$ cat config.mk
export PLATFORM = sky130hd
export DESIGN_NAME = multicycle_controller
export DESIGN_NICKNAME = d
export VERILOG_FILES = /design/src/rtl/multicycle_controller.sv
export SDC_FILE = /design/constraint.sdc
export NUM_CORES = 1
export LEC_CHECK = 0
export ABC_CLOCK_PERIOD_IN_PS = 4200
export BUFFER_PORTS_ARGS = -buffer_cell sky130_fd_sc_hd__buf_2
export CAP_MARGIN = 20
export CORE_MARGIN = 1
export CORE_UTILIZATION = 40
export CTS_CLUSTER_SIZE = 30
export DETAILED_ROUTE_END_ITERATION = 7
export HOLD_SLACK_MARGIN = 0.12
export MAX_ROUTING_LAYER = met4
export PLACE_DENSITY = 0.7
export SLEW_MARGIN = 10
export SYNTH_ARGS = -nofsm -noshare
export SYNTH_HDL_FRONTEND = slang
export SYNTH_SLANG_ARGS = --single-unit
$ cat constraint.sdc
create_clock -name clk -period 4.2 [get_ports clk]
set_input_delay 0.63 -clock clk [delete_from_list [all_inputs] [get_ports clk]]
set_output_delay 0.63 -clock clk [all_outputs]
set_load 0.005 [all_outputs]
$ cat src/rtl/multicycle_controller.sv
// rtl/multicycle_controller.sv - multicycle RV32I control FSM (fetch/decode/execute/mem/writeback)
//
// Optional feature macro: CTRL_ILLEGAL_TRAP_EN
//   defined   : unsupported opcode in DECODE sets illegal and halts
//   undefined : unsupported opcode runs as a NOP, illegal tied 0
//
// Ports:
//   clk, rst_n              clock, asynchronous active-low reset
//   instr[31:0]             instruction register contents (valid from DECODE)
//   br_eq, br_lt            branch comparator results
//   imem_req / imem_ready   instruction fetch handshake
//   dmem_req, dmem_we / dmem_ready   data memory handshake
//   ir_we, pc_we, rf_we     IR / PC / register-file write enables
//   pc_sel                  0 = pc+4, 1 = ALU result
//   imm_sel[2:0]            immediate format (IMM_I/S/B/U/J)
//   a_sel, b_sel, alu_add   operand muxes and forced-add control
//   wb_sel[1:0]             0 = ALU, 1 = memory data, 2 = pc+4
//   halted, bus_err, illegal   sticky status
module multicycle_controller #(
  parameter int TIMEOUT_CYCLES = 256
) (
  input  logic        clk,
  input  logic        rst_n,
  input  logic [31:0] instr,
  input  logic        br_eq,
  input  logic        br_lt,
  output logic        imem_req,
  input  logic        imem_ready,
  output logic        dmem_req,
  output logic        dmem_we,
  input  logic        dmem_ready,
  output logic        ir_we,
  output logic        pc_we,
  output logic        rf_we,
  output logic        pc_sel,
  output logic [2:0]  imm_sel,
  output logic        a_sel,
  output logic        b_sel,
  output logic        alu_add,
  output logic [1:0]  wb_sel,
  output logic        halted,
  output logic        bus_err,
  output logic        illegal
);

  localparam logic [2:0] IMM_I = 3'd0;
  localparam logic [2:0] IMM_S = 3'd1;
  localparam logic [2:0] IMM_B = 3'd2;
  localparam logic [2:0] IMM_U = 3'd3;
  localparam logic [2:0] IMM_J = 3'd4;

  localparam logic [6:0] OPC_LOAD   = 7'b0000011;
  localparam logic [6:0] OPC_STORE  = 7'b0100011;
  localparam logic [6:0] OPC_OPIMM  = 7'b0010011;
  localparam logic [6:0] OPC_OP     = 7'b0110011;
  localparam logic [6:0] OPC_LUI    = 7'b0110111;
  localparam logic [6:0] OPC_AUIPC  = 7'b0010111;
  localparam logic [6:0] OPC_JAL    = 7'b1101111;
  localparam logic [6:0] OPC_JALR   = 7'b1100111;
  localparam logic [6:0] OPC_BRANCH = 7'b1100011;

  localparam int CW = $clog2(TIMEOUT_CYCLES + 1);
  localparam logic [CW-1:0] WAIT_LAST = CW'(TIMEOUT_CYCLES - 1);

  typedef enum logic [2:0] {
    S_FETCH, S_DECODE, S_EXECUTE, S_MEM, S_WB, S_HALT
  } state_t;

  state_t        state_q, state_d;
  logic [CW-1:0] wait_q, wait_d;
  logic          pc_sel_q, pc_sel_d;
  logic          bus_err_q, bus_err_d;
  logic          imem_req_c, ir_we_c;

  logic [6:0] opcode;
  logic [2:0] funct3;
  logic       rd_zero;
  logic       unused_instr_bits;

  assign opcode  = instr[6:0];
  assign funct3  = instr[14:12];
  assign rd_zero = (instr[11:7] == 5'd0);
  assign unused_instr_bits = &{1'b0, instr[31:15]};

  // Opcode decode into operand/writeback controls
  logic       is_load, is_store, is_branch, is_jump, supported;
  logic [2:0] dec_imm;
  logic       dec_a, dec_b, dec_add;
  logic [1:0] dec_wb;

  always_comb begin
    is_load   = 1'b0;
    is_store  = 1'b0;
    is_branch = 1'b0;
    is_jump   = 1'b0;
    supported = 1'b1;
    dec_imm   = IMM_I;
    dec_a     = 1'b0;
    dec_b     = 1'b0;
    dec_add   = 1'b0;
    dec_wb    = 2'd0;
    case (opcode)
      OPC_OP:     ;
      OPC_OPIMM:  dec_b = 1'b1;
      OPC_LOAD:   begin is_load = 1'b1; dec_b = 1'b1; dec_add = 1'b1; dec_wb = 2'd1; end
      OPC_STORE:  begin is_store = 1'b1; dec_imm = IMM_S; dec_b = 1'b1; dec_add = 1'b1; end
      OPC_LUI:    begin dec_imm = IMM_U; dec_b = 1'b1; end
      OPC_AUIPC:  begin dec_imm = IMM_U; dec_a = 1'b1; dec_b = 1'b1; dec_add = 1'b1; end
      OPC_JAL:    begin
        is_jump = 1'b1; dec_imm = IMM_J; dec_a = 1'b1; dec_b = 1'b1;
        dec_add = 1'b1; dec_wb = 2'd2;
      end
      OPC_JALR:   begin is_jump = 1'b1; dec_b = 1'b1; dec_add = 1'b1; dec_wb = 2'd2; end
      OPC_BRANCH: begin
        is_branch = 1'b1; dec_imm = IMM_B; dec_a = 1'b1; dec_b = 1'b1; dec_add = 1'b1;
      end
      default:    supported = 1'b0;
    endcase
  end

  // Only BEQ/BNE/BLT/BGE are resolved here; other funct3 values fall through not-taken
  logic br_taken;
  always_comb begin
    br_taken = 1'b0;
    case (funct3)
      3'b000:  br_taken = br_eq;
      3'b001:  br_taken = ~br_eq;
      3'b100:  br_taken = br_lt;
      3'b101:  br_taken = ~br_lt;
      default: br_taken = 1'b0;
    endcase
  end

`ifdef CTRL_ILLEGAL_TRAP_EN
  logic illegal_q, illegal_d;
`endif

  always_comb begin
    state_d    = state_q;
    wait_d     = wait_q;
    pc_sel_d   = pc_sel_q;
    bus_err_d  = bus_err_q;
`ifdef CTRL_ILLEGAL_TRAP_EN
    illegal_d  = illegal_q;
`endif
    imem_req_c = 1'b0;
    ir_we_c    = 1'b0;
    dmem_req   = 1'b0;
    dmem_we    = 1'b0;
    pc_we      = 1'b0;
    rf_we      = 1'b0;
    imm_sel    = IMM_I;
    a_sel      = 1'b0;
    b_sel      = 1'b0;
    alu_add    = 1'b0;
    wb_sel     = 2'd0;

    // Decoded controls stay stable from DECODE through WB
    if (state_q inside {S_DECODE, S_EXECUTE, S_MEM, S_WB}) begin
      imm_sel = dec_imm;
      a_sel   = dec_a;
      b_sel   = dec_b;
      alu_add = dec_add;
      wb_sel  = dec_wb;
    end

    case (state_q)
      S_FETCH: begin
        imem_req_c = 1'b1;
        if (imem_ready) begin
          ir_we_c = 1'b1;
          state_d = S_DECODE;
        end else if (wait_q == WAIT_LAST) begin
          bus_err_d = 1'b1;
          state_d   = S_HALT;
        end else begin
          wait_d = wait_q + CW'(1);
        end
      end
      S_DECODE: begin
        state_d = S_EXECUTE;
`ifdef CTRL_ILLEGAL_TRAP_EN
        if (!supported) begin
          illegal_d = 1'b1;
          state_d   = S_HALT;
        end
`endif
      end
      S_EXECUTE: begin
        pc_sel_d = is_jump | (is_branch & br_taken);
        if (is_load | is_store) begin
          wait_d  = '0;
          state_d = S_MEM;
        end else begin
          state_d = S_WB;
        end
      end
      S_MEM: begin
        dmem_req = 1'b1;
        dmem_we  = is_store;
        if (dmem_ready) begin
          state_d = S_WB;
        end else if (wait_q == WAIT_LAST) begin
          bus_err_d = 1'b1;
          state_d   = S_HALT;
        end else begin
          wait_d = wait_q + CW'(1);
        end
      end
      S_WB: begin
        pc_we    = 1'b1;
        rf_we    = supported & ~is_store & ~is_branch & ~rd_zero;
        pc_sel_d = 1'b0;
        wait_d   = '0;
        state_d  = S_FETCH;
      end
      default: ;
    endcase
  end

  // Reset parks the FSM in FETCH; gating the fetch outputs with rst_n keeps
  // them low while reset is held without waiting for a clock edge.
  assign imem_req = imem_req_c & rst_n;
  assign ir_we    = ir_we_c & rst_n;
  assign pc_sel   = pc_sel_q;
  assign halted   = (state_q == S_HALT);
  assign bus_err  = bus_err_q;

  always_ff @(posedge clk or negedge rst_n) begin
    if (!rst_n) begin
      state_q   <= S_FETCH;
      wait_q    <= '0;
      pc_sel_q  <= 1'b0;
      bus_err_q <= 1'b0;
    end else begin
      state_q   <= state_d;
      wait_q    <= wait_d;
      pc_sel_q  <= pc_sel_d;
      bus_err_q <= bus_err_d;
    end
  end

`ifdef CTRL_ILLEGAL_TRAP_EN
  always_ff @(posedge clk or negedge rst_n) begin
    if (!rst_n) illegal_q <= 1'b0;
    else        illegal_q <= illegal_d;
  end
  assign illegal = illegal_q;
`else
  assign illegal = 1'b0;
`endif

endmodule

==> flow_summary.json, run 1 <==
{
  "worstMarginPinSlew_ps": 505.4,
  "cts_setup_buffers": 0,
  "dpl.hpwl_mm": 2.022,
  "core-area_um2": 2781,
  "cp.arrival_ps": 1880,
  "setup_violations": 0,
  "worstPathRequired_ps": 3570,
  "synth.distinct_cells": 43,
  "wire_per_inst_um": 12.30,
  "worstSetupEndpoint": "b_sel",
  "combinationalPowerShare_pct": 46.3,
  "synth_top_area_share_pct": 29.47,
  "grt_start_max_net_pins": 19,
  "avgViaCountPerCell": 5.645,
  "hold_ws_ps": 250.2,
  "num_vias": 1208,
  "synthTopCellsByCount": "dfrtp_1 (14), nand2_1 (14), o21ai_0 (14)",
  "fmax_ghz": 0.3990,
  "clk_pin_slew_worst_paths_ps": 80,
  "synth_top_family_by_area": "simple AND/OR/NAND/NOR gates",
  "rr_startpoint": "wait_q[0]",
  "fin_crit_sh_pct": 59.68,
  "fin_tns_setup_ps": 0,
  "yosys.area.top_type": "dfrtp_1",
  "startpoint": "state_q[0]",
  "rsz0062_at_grt": "false",
  "period_needed_ps": 2506,
  "layout_setup_ws_ps": 1694,
  "power_density_nw_per_um2": 413.6,
  "synth.avg_cell_area_um2": 7.769,
  "intPower_uw": 309.8,
  "path_max_fanout": 14,
  "synthCells": 153,
  "crit_family": "flip-flops",
  "gp_congestion": 0.8378,
  "fill_cells": 269,
  "die_h_um": 56.51,
  "regArea_um2": 350.3,
  "utilization_pct": 49.75,
  "finClkSkew_ps": 2.264,
  "drt-total-wl_mm": 2.633,
  "cp-start-kind": "register",
  "net-switching-power_uw": 262.5,
  "synth_edf_count": 0,
  "grt_pass1_wl_mm": 4.609,
  "tritoncts": "yes",
  "cpPeakStageDelay_ps": 610,
  "cts_sinks": 14,
  "numCtsBuffers": 3,
  "synth-xor-area-share_pct": 1.474,
  "dr.pass1.iters": 4,
  "grt_usage_pct": 18.13,
  "drc": 0,
  "hold_buffers": 0,
  "r2r_setup_slack_ps": 1780,
  "io_pins": 56,
  "grt-ovfl-total": 0,
  "hold_viol": 0,
  "multi_input_area_um2": 768.2,
  "ys.flop_type": "dfrtp_1",
  "synth-compound-area-share_pct": 24.32,
  "worst_setup_path_end_kind": "output port",
  "area_delta_synth_final_pct": 16.42,
  "hp-class": "input pin to asynchronous set/reset pin",
  "clk_latency_ps": 270,
  "synth_area_leaders": "dfrtp_1 (29%), o21ai_0 (5.9%), a21oi_1 (5.1%)",
  "synth.ff_latch_count": 14,
  "start_util_pct": 42.74,
  "post_cts_resized": 0,
  "critPathKind": "register to output port",
  "synthAdderAreaFrac_pct": 2.105,
  "p_leak_uw": 0.0006649,
  "grt_pass1_vias": 1069,
  "peakVddDrop_mv": 0.3319,
  "die_area_um2": 3193,
  "clockRootBuffer": "clkbuf_4",
  "netlist_area_um2": 1189,
  "antenna_cells": 0,
  "place_ws_ps": 1785,
  "drtAntennaViolNets": 0,
  "cpMaxStageDelayCell": "dfrtp_1",
  "reg2reg_to": "wait_q[5]",
  "synth_simple_gate_area_share_pct": 33.89,
  "nets": 225,
  "h-tree-depth": 1,
  "async_flop_share_pct": 100.0,
  "synth_warnings": 0,
  "worstPathCellList": "nor2_1, xor2_1, or2_2, a21oi_1, buf_2",
  "drv_slew": 0,
  "clkPwrFrac_pct": 13.1,
  "synthMuxAreaShare_pct": 2.526,
  "ys_seq_area_share_pct": 29.47,
  "core.rowCount": 19,
  "swShare_pct": 45.87,
  "synth_nets": 193,
  "fin_total_pwr_uw": 572.3,
  "port_buffers": 37,
  "relSlewSlack_pct": 66.30,
  "drive_above_1_share_pct": 25.14,
  "drt_iter0_drc": 45,
  "antenna_found_initial": 0,
  "crit_cells": 5,
  "clk_path_buf_depth": 2,
  "die_w_um": 56.51,
  "status": "finished clean",
  "critical_path_buf_inv_count": 1,
  "max_cap_viol_count": 0,
  "power_frac_seq_pct": 40.7,
  "rr_worst_depth": 8
}
[stage by stage]
step           cells  area [um^2]
2_1_floorplan    153         1189
3_3_place_gp     211         1361
3_5_place_dp     211         1361
4_1_cts          214         1384
5_1_grt          214         1384
6_report         214         1384
[cell usage in the layout (no fill, tap or decap), types with 2 or more instances in the layout]
cell	synthesis	final
nor3_1	9	9
or3_1	3	3
ha_1	2	2
buf_2	2	37
xor2_1	2	2
nor2b_1	2	2
nand4_1	2	2
a21oi_1	12	12
nand2b_1	7	7
and3_1	5	5
o21ai_0	14	14
and2_1	5	5
a21o_1	2	2
or2_2	2	2
nand3b_1	2	2
mux2i_1	3	3
inv_1	5	5
nor2_1	11	11
dfrtp_1	14	14
a31oi_1	7	7
nand2_1	14	14
nand3_1	3	3
clkbuf_4	0	3
[routing by layer]
layer	GRT usage (%)	part of all wire, %
met5	-	0
met4	5.575	0.84
met3	1.382	5.2
met2	29.41	45
met1	24.10	49
[cells by family after synthesis]
| kind of cell | Yosys count |
|---|---|
| fa+ha+maj | 2 |
| compound gates | 45 |
| other cells | 1 |
| xor+xnor | 2 |
| mux | 3 |
| flops | 14 |
| buf+inv | 15 |
| simple gates | 71 |
[worst min path at each step]
stage,slack [ps],depth (start not counted),startpoint,endpoint
final,250,1,rst_n,bus_err
after global routing,260,1,rst_n,wait_q[2]
after CTS,250,1,rst_n,wait_q[6]
after detailed placement,460,1,bus_err,bus_err
after global placement,450,1,bus_err,bus_err
after floorplan,330,0,rst_n,bus_err
[registers in the layout, indices dropped and copies added, names as in the netlist]
name / flops
wait_q: 9
bus_err: 1
pc_sel: 1
state_q: 3
[layout make-up]
| cell class | count | share of cell area, % |
|---|---|---|
| tap | 31 | 2.803 |
| timing repair buffer | 37 | 13.38 |
| sequential | 14 | 25.32 |
| multi-input combinational | 124 | 55.52 |
| inverter | 5 | 1.356 |
| clock buffer | 3 | 1.627 |
[power groups by stage]
stage | clock network (uW) | registers (uW) | logic [uW]
floorplan | 0 | 188 | 241
finish | 74.7 | 233 | 265
CTS | 76.0 | 233 | 266
detailed placement | 0 | 236 | 264
global route | 81.6 | 244 | 300
global placement | 0 | 234 | 257
No activity file was read; power rests on OpenSTA's default activity.
==> run 2: changes to the inputs <==
- ABC_AREA: unset -> 1
- ABC_CLOCK_PERIOD_IN_PS: 4200 -> 2400
- PLACE_DENSITY: 0.7 -> 0.69
- clock period: 4.2 -> 2.4 ns (I/O delays scaled with it)
==> run 2 against run 1 <==
- critical path depth is 4 higher
- setup slack worse by 1500 ps
- total power decreased by 19%
- global-route usage rose by 0.79 points
- critical endpoint is now a_sel
==> flow_summary.json, run 2 <==
{
  "path_max_fanout": 10,
  "status": "finished clean",
  "synthTopCellsByCount": "nand2_1 (67), inv_1 (33), nor2_1 (22)",
  "yosys.area.top_type": "dfrtp_1",
  "reg.largest.list": "wait_q: 9 flops, state_q: 3 flops",
  "numCtsBuffers": 3,
  "antenna_cells": 0,
  "grt_pass1_vias": 1215,
  "fin_crit_sh_pct": 90.38,
  "cp-start-kind": "register",
  "clk_latency_ps": 300,
  "tritoncts": "yes",
  "ys.flop_type": "dfrtp_1",
  "dr.pass1.iters": 4,
  "synthCells": 208,
  "largest_reg_flops": 9,
  "drtAntennaViolNets": 0,
  "clockRootBuffer": "clkbuf_4",
  "period_needed_ps": 2169,
  "finClkSkew_ps": 19.56,
  "final_common_cell": "nand2_1",
  "cp.arrival_ps": 1810,
  "gp_congestion": 0.8961,
  "hold_viol": 0,
  "hold_ws_ps": 351.1,
  "grt_pass1_wl_mm": 4.892,
  "hp-class": "input pin to register",
  "async_flop_share_pct": 100.0,
  "rsz0062_at_grt": "false",
  "h-tree-depth": 1,
  "synth_warnings": 0,
  "fin_tns_setup_ps": 0,
  "synth.avg_cell_area_um2": 6.094,
  "fmax_ghz": 0.4610,
  "worstPathCellList": "nor2_2, nand2_2, nand2_4, nor2_2, or2_1, inv_2, nand2_1, nand2_1, buf_2",
  "yosysMostFrequentCell": "nand2_1",
  "netlist_area_um2": 1267,
  "max_flop_register": "wait_q",
  "peakVddDrop_mv": 0.3823,
  "critPathKind": "register to output port",
  "worst_setup_path_end_kind": "output port",
  "p_leak_uw": 0.0009648,
  "cts_setup_buffers": 0,
  "grt_usage_pct": 18.92,
  "grt_start_max_net_pins": 16,
  "die_w_um": 58.29,
  "worstPathRequired_ps": 2040,
  "area_delta_synth_final_pct": 22.01,
  "synth.ff_latch_count": 14,
  "drive_above_1_share_pct": 23.69,
  "nets": 290,
  "ys_seq_area_share_pct": 27.64,
  "drt-total-wl_mm": 2.929,
  "cts_sinks": 14,
  "synth.distinct_cells": 26,
  "drv_slew": 0,
  "clk_path_buf_depth": 2,
  "start_util_pct": 41.86,
  "synth_top_area_share_pct": 27.64,
  "drt_iter0_drc": 55,
  "dpl.hpwl_mm": 2.301,
  "num_vias": 1366,
  "core-area_um2": 3028,
  "max_cap_viol_count": 0,
  "synth_edf_count": 0,
  "clk_pin_slew_worst_paths_ps": 110,
  "port_buffers": 37,
  "die_area_um2": 3398,
  "wire_per_inst_um": 9.997,
  "layout_common_cells": "nand2_1 (67), buf_2 (37), inv_1 (33)",
  "avgViaCountPerCell": 4.662,
  "post_cts_resized": 0,
  "synth_area_leaders": "dfrtp_1 (28%), nand2_1 (20%), inv_1 (9.8%)",
  "drc": 0,
  "utilization_pct": 51.07,
  "io_pins": 56,
  "synth_nets": 248,
  "fin_total_pwr_uw": 462.0,
  "antenna_found_initial": 0,
  "core.rowCount": 20,
  "setup_violations": 0,
  "cpPeakStageDelay_ps": 500,
  "grt-ovfl-total": 0,
  "power_density_nw_per_um2": 298.8,
  "cpMaxStageDelayCell": "dfrtp_1",
  "die_h_um": 58.29
}
## run 2: cell count changes in the layout (fill, tap and decap cells not counted), sizes merged, moves of 6 or more
cell and delta:
inv +35, o21bai +9, a21oi -12, nand2b -7, nor2 +15, nand2 +58, o21ai -8, nand3 +13
nor3 -6
## run 2: where the power goes
part           internal (uW)  switching (uW)  leakage [uW]
registers                236               0      0.000128
clock network           92.5            89.0     0.0000210
logic                   19.0            25.9      0.000816
total                    347             115      0.000965
## run 2: logic make-up (layout without fill, tap and decap cells)
kind of cell             Yosys count  count (layout)  share of synthesized area, %
flip-flops                        14              14                         27.64
AO/OA/AOI/OAI                     20              20                         10.46
buffers and inverters             41              82                         12.44
other                              1               1                        0.2959
AND/OR/NAND/NOR                  129             129                         46.50
XOR/XNOR                           1               1                        0.6911
adder cells (fa/ha/maj)            2               2                         1.974
## run 2: layer usage
layer | share of wire, % | wire length [um] | vias to the layer above | track usage (%)
li1 | - | - | 729 | -
met1 | 48 | 1394 | 617 | 22.10
met2 | 49 | 1427 | 18 | 33.66
met3 | 3.4 | 99 | 2 | 4.835
met4 | 0.27 | 8 | 0 | 2.381
met5 | 0 | 0 | - | -
## run 2: final timing paths
| kind | start | endpoint | slack [ps] | cells after the start |
|---|---|---|---|---|
| worst max-delay path | state_q[1] | a_sel | 230 | 9 |
| worst min-delay path | dmem_ready | state_q[2] | 350 | 3 |
| worst max register to register | wait_q[0] | wait_q[4] | 430 | 11 |
| worst min register to register | bus_err | bus_err | 470 | 1 |
| max in group asynchronous | rst_n | wait_q[5] | 1630 | 2 |
| min in group asynchronous | rst_n | bus_err | 490 | 2 |
## run 2: worst max-delay path, delay by kind of cell (launching register included)
kind	cells	cell delay (ps)
and+or+nand+nor	7	860
buffers and inverters	2	150
DFF	1	500
## run 2: stage by stage
stage,area (um^2),setup slack [ps],std cells
after CTS,1546,211.2,293
after floorplan,1267,687.3,208
final,1546,230.8,293
after detailed placement,1500,427.2,288
after global routing,1546,79.22,293
after global placement,1500,437.1,288
## run 2: cell type report
type,count,area [um^2]
clock buffers,4,36.28
fillers,323,1481
inverters,40,150.1
multi-input cells,153,759.5
flip-flops and latches,14,350.3
well taps,44,55.05
repair buffers,38,195.2
## run 2: what timing repair did
| item | in CTS | in global routing |
|---|---|---|
| setup endpoints to repair | 0 | 0 |
| hold endpoints to repair | 14 | 0 |
| hold buffers | 1 | 0 |
==> run 3: changes to the inputs <==
- ABC_CLOCK_PERIOD_IN_PS: 2400 -> 2700
- clock period: 2.4 -> 2.7 ns (I/O delays scaled with it)
==> run 3 against run 2 <==
- total power shrank 11%
- clock-buffer cell count is the same
- cell count is the same
- critical endpoint unchanged
- largest cell class unchanged
==> flow_summary.json, run 3 (synthesis gave the netlist of run 2 again) <==
{
  "num_vias": 1381,
  "start_util_pct": 41.86,
  "die_area_um2": 3398,
  "drtAntennaViolNets": 0,
  "drt-total-wl_mm": 2.990,
  "tritoncts": "yes",
  "worst_setup_path_end_kind": "output port",
  "worstPathCellList": "nor2_2, nand2_2, nand2_4, nor2_2, or2_1, inv_2, nand2_1, nand2_1, buf_2",
  "cts_sinks": 14,
  "setup_violations": 0,
  "die_w_um": 58.29,
  "drv_slew": 0,
  "core.rowCount": 20,
  "hold_viol": 0,
  "numCtsBuffers": 3,
  "layout_common_cells": "nand2_1 (67), buf_2 (37), inv_1 (33)",
  "grt-ovfl-total": 0,
  "max_cap_viol_count": 0,
  "place_ws_ps": 711.0,
  "layout_setup_ws_ps": 472.7,
  "antenna_found_initial": 0,
  "wire_per_inst_um": 10.20,
  "h-tree-depth": 1,
  "path_max_fanout": 10,
  "fin_crit_sh_pct": 82.49,
  "rr_startpoint": "wait_q[0]",
  "port_buffers": 37,
  "fin_tns_setup_ps": 0,
  "largest_reg_flops": 9,
  "p_leak_uw": 0.0009648,
  "clockRootBuffer": "clkbuf_4",
  "max_flop_register": "wait_q",
  "fmax_ghz": 0.4490,
  "cp.arrival_ps": 1820,
  "cp-start-kind": "register",
  "gp_congestion": 0.8987,
  "grt_usage_pct": 19.09,
  "grt_pass1_vias": 1197,
  "period_needed_ps": 2227,
  "hp-class": "input pin to register",
  "dpl.hpwl_mm": 2.266,
  "hp-start": "dmem_ready",
  "final_common_cell": "nand2_1",
  "cpPeakStageDelay_ps": 500,
  "rsz0062_at_grt": "false",
  "startpoint": "state_q[1]",
  "antenna_cells": 0,
  "clk_latency_ps": 300,
  "io_pins": 56,
  "area_delta_synth_final_pct": 22.01,
  "drive_above_1_share_pct": 23.69,
  "critPathKind": "register to output port",
  "drt_iter0_drc": 76,
  "power_density_nw_per_um2": 267.2,
  "status": "finished clean",
  "fill_cells": 322,
  "clk_path_buf_depth": 2,
  "finClkSkew_ps": 15.64,
  "drc": 0,
  "grt_pass1_wl_mm": 4.919,
  "die_h_um": 58.29,
  "reg.largest.list": "wait_q: 9 flops, state_q: 3 flops",
  "clk_pin_slew_worst_paths_ps": 110,
  "avgViaCountPerCell": 4.713,
  "nets": 290,
  "core-area_um2": 3028,
  "dr.pass1.iters": 4,
  "cts_setup_buffers": 0,
  "cpMaxStageDelayCell": "dfrtp_1",
  "peakVddDrop_mv": 0.2248,
  "grt_start_max_net_pins": 16,
  "worstPathRequired_ps": 2300
}
run 3: cell counts in the layout (fill, tap and decap cells not counted):
No cell type changed its count.
run 3: report_power, final:
| part | switching (uW) | internal, uW | leakage (uW) |
|---|---|---|---|
| Combinational | 23.0 | 16.9 | 0.000816 |
| Sequential | 0 | 210 | 0.000128 |
| Clock | 81.6 | 82.2 | 0.0000210 |
| Total | 105 | 309 | 0.000965 |
run 3: path summary, 6_finish.rpt:
| check | slack, ps | end | depth (start not counted) |
|---|---|---|---|
| max | 470 | a_sel | 9 |
| max in group asynchronous | 1880 | wait_q[1] | 2 |
| max reg2reg | 710 | wait_q[4] | 11 |
| min reg2reg | 480 | bus_err | 1 |
| min in group asynchronous | 540 | bus_err | 2 |
| min | 400 | state_q[2] | 3 |
run 3: per-stage QoR:
step	power, uW	instances	hold WS [ps]	instance area (um^2)	utilization, %
after floorplan	229.4	208	109.4	1267	-
after global placement	252.0	288	332.4	1500	49.55
after detailed placement	252.7	288	336.2	1500	49.55
after CTS	419.7	293	400.3	1546	51.07
after global routing	434.2	293	427.2	1546	51.07
final	413.3	293	397.7	1546	51.07
run 3: worst max-delay path, delay by kind of cell, from the launching register on:
| kind | cells | cell delay (ps) |
|---|---|---|
| buffers and inverters | 2 | 150 |
| DFF | 1 | 500 |
| and+or+nand+nor | 7 | 870 |
run 3: area by class of cell:
| class | instances | area (um^2) | area share [%] |
|---|---|---|---|
| multi-input cells | 153 | 759.5 | 49.11 |
| flip-flops and latches | 14 | 350.3 | 22.65 |
| repair buffers | 38 | 195.2 | 12.62 |
| inverters | 40 | 150.1 | 9.709 |
| well taps | 44 | 55.05 | 3.560 |
| clock buffers | 4 | 36.28 | 2.346 |
run 3: layer usage:
layer  routed length, um  global-route usage (%)
met5                   0                       -
met3                 114                   4.615
met2                1441                   31.86
met4                   0                   2.721
met1                1434                   24.07
run 3: repair_timing:
action | in CTS | in global routing
hold buffers | 1 | 0
resized for setup | 0 | 0
hold endpoints to repair | 14 | 0
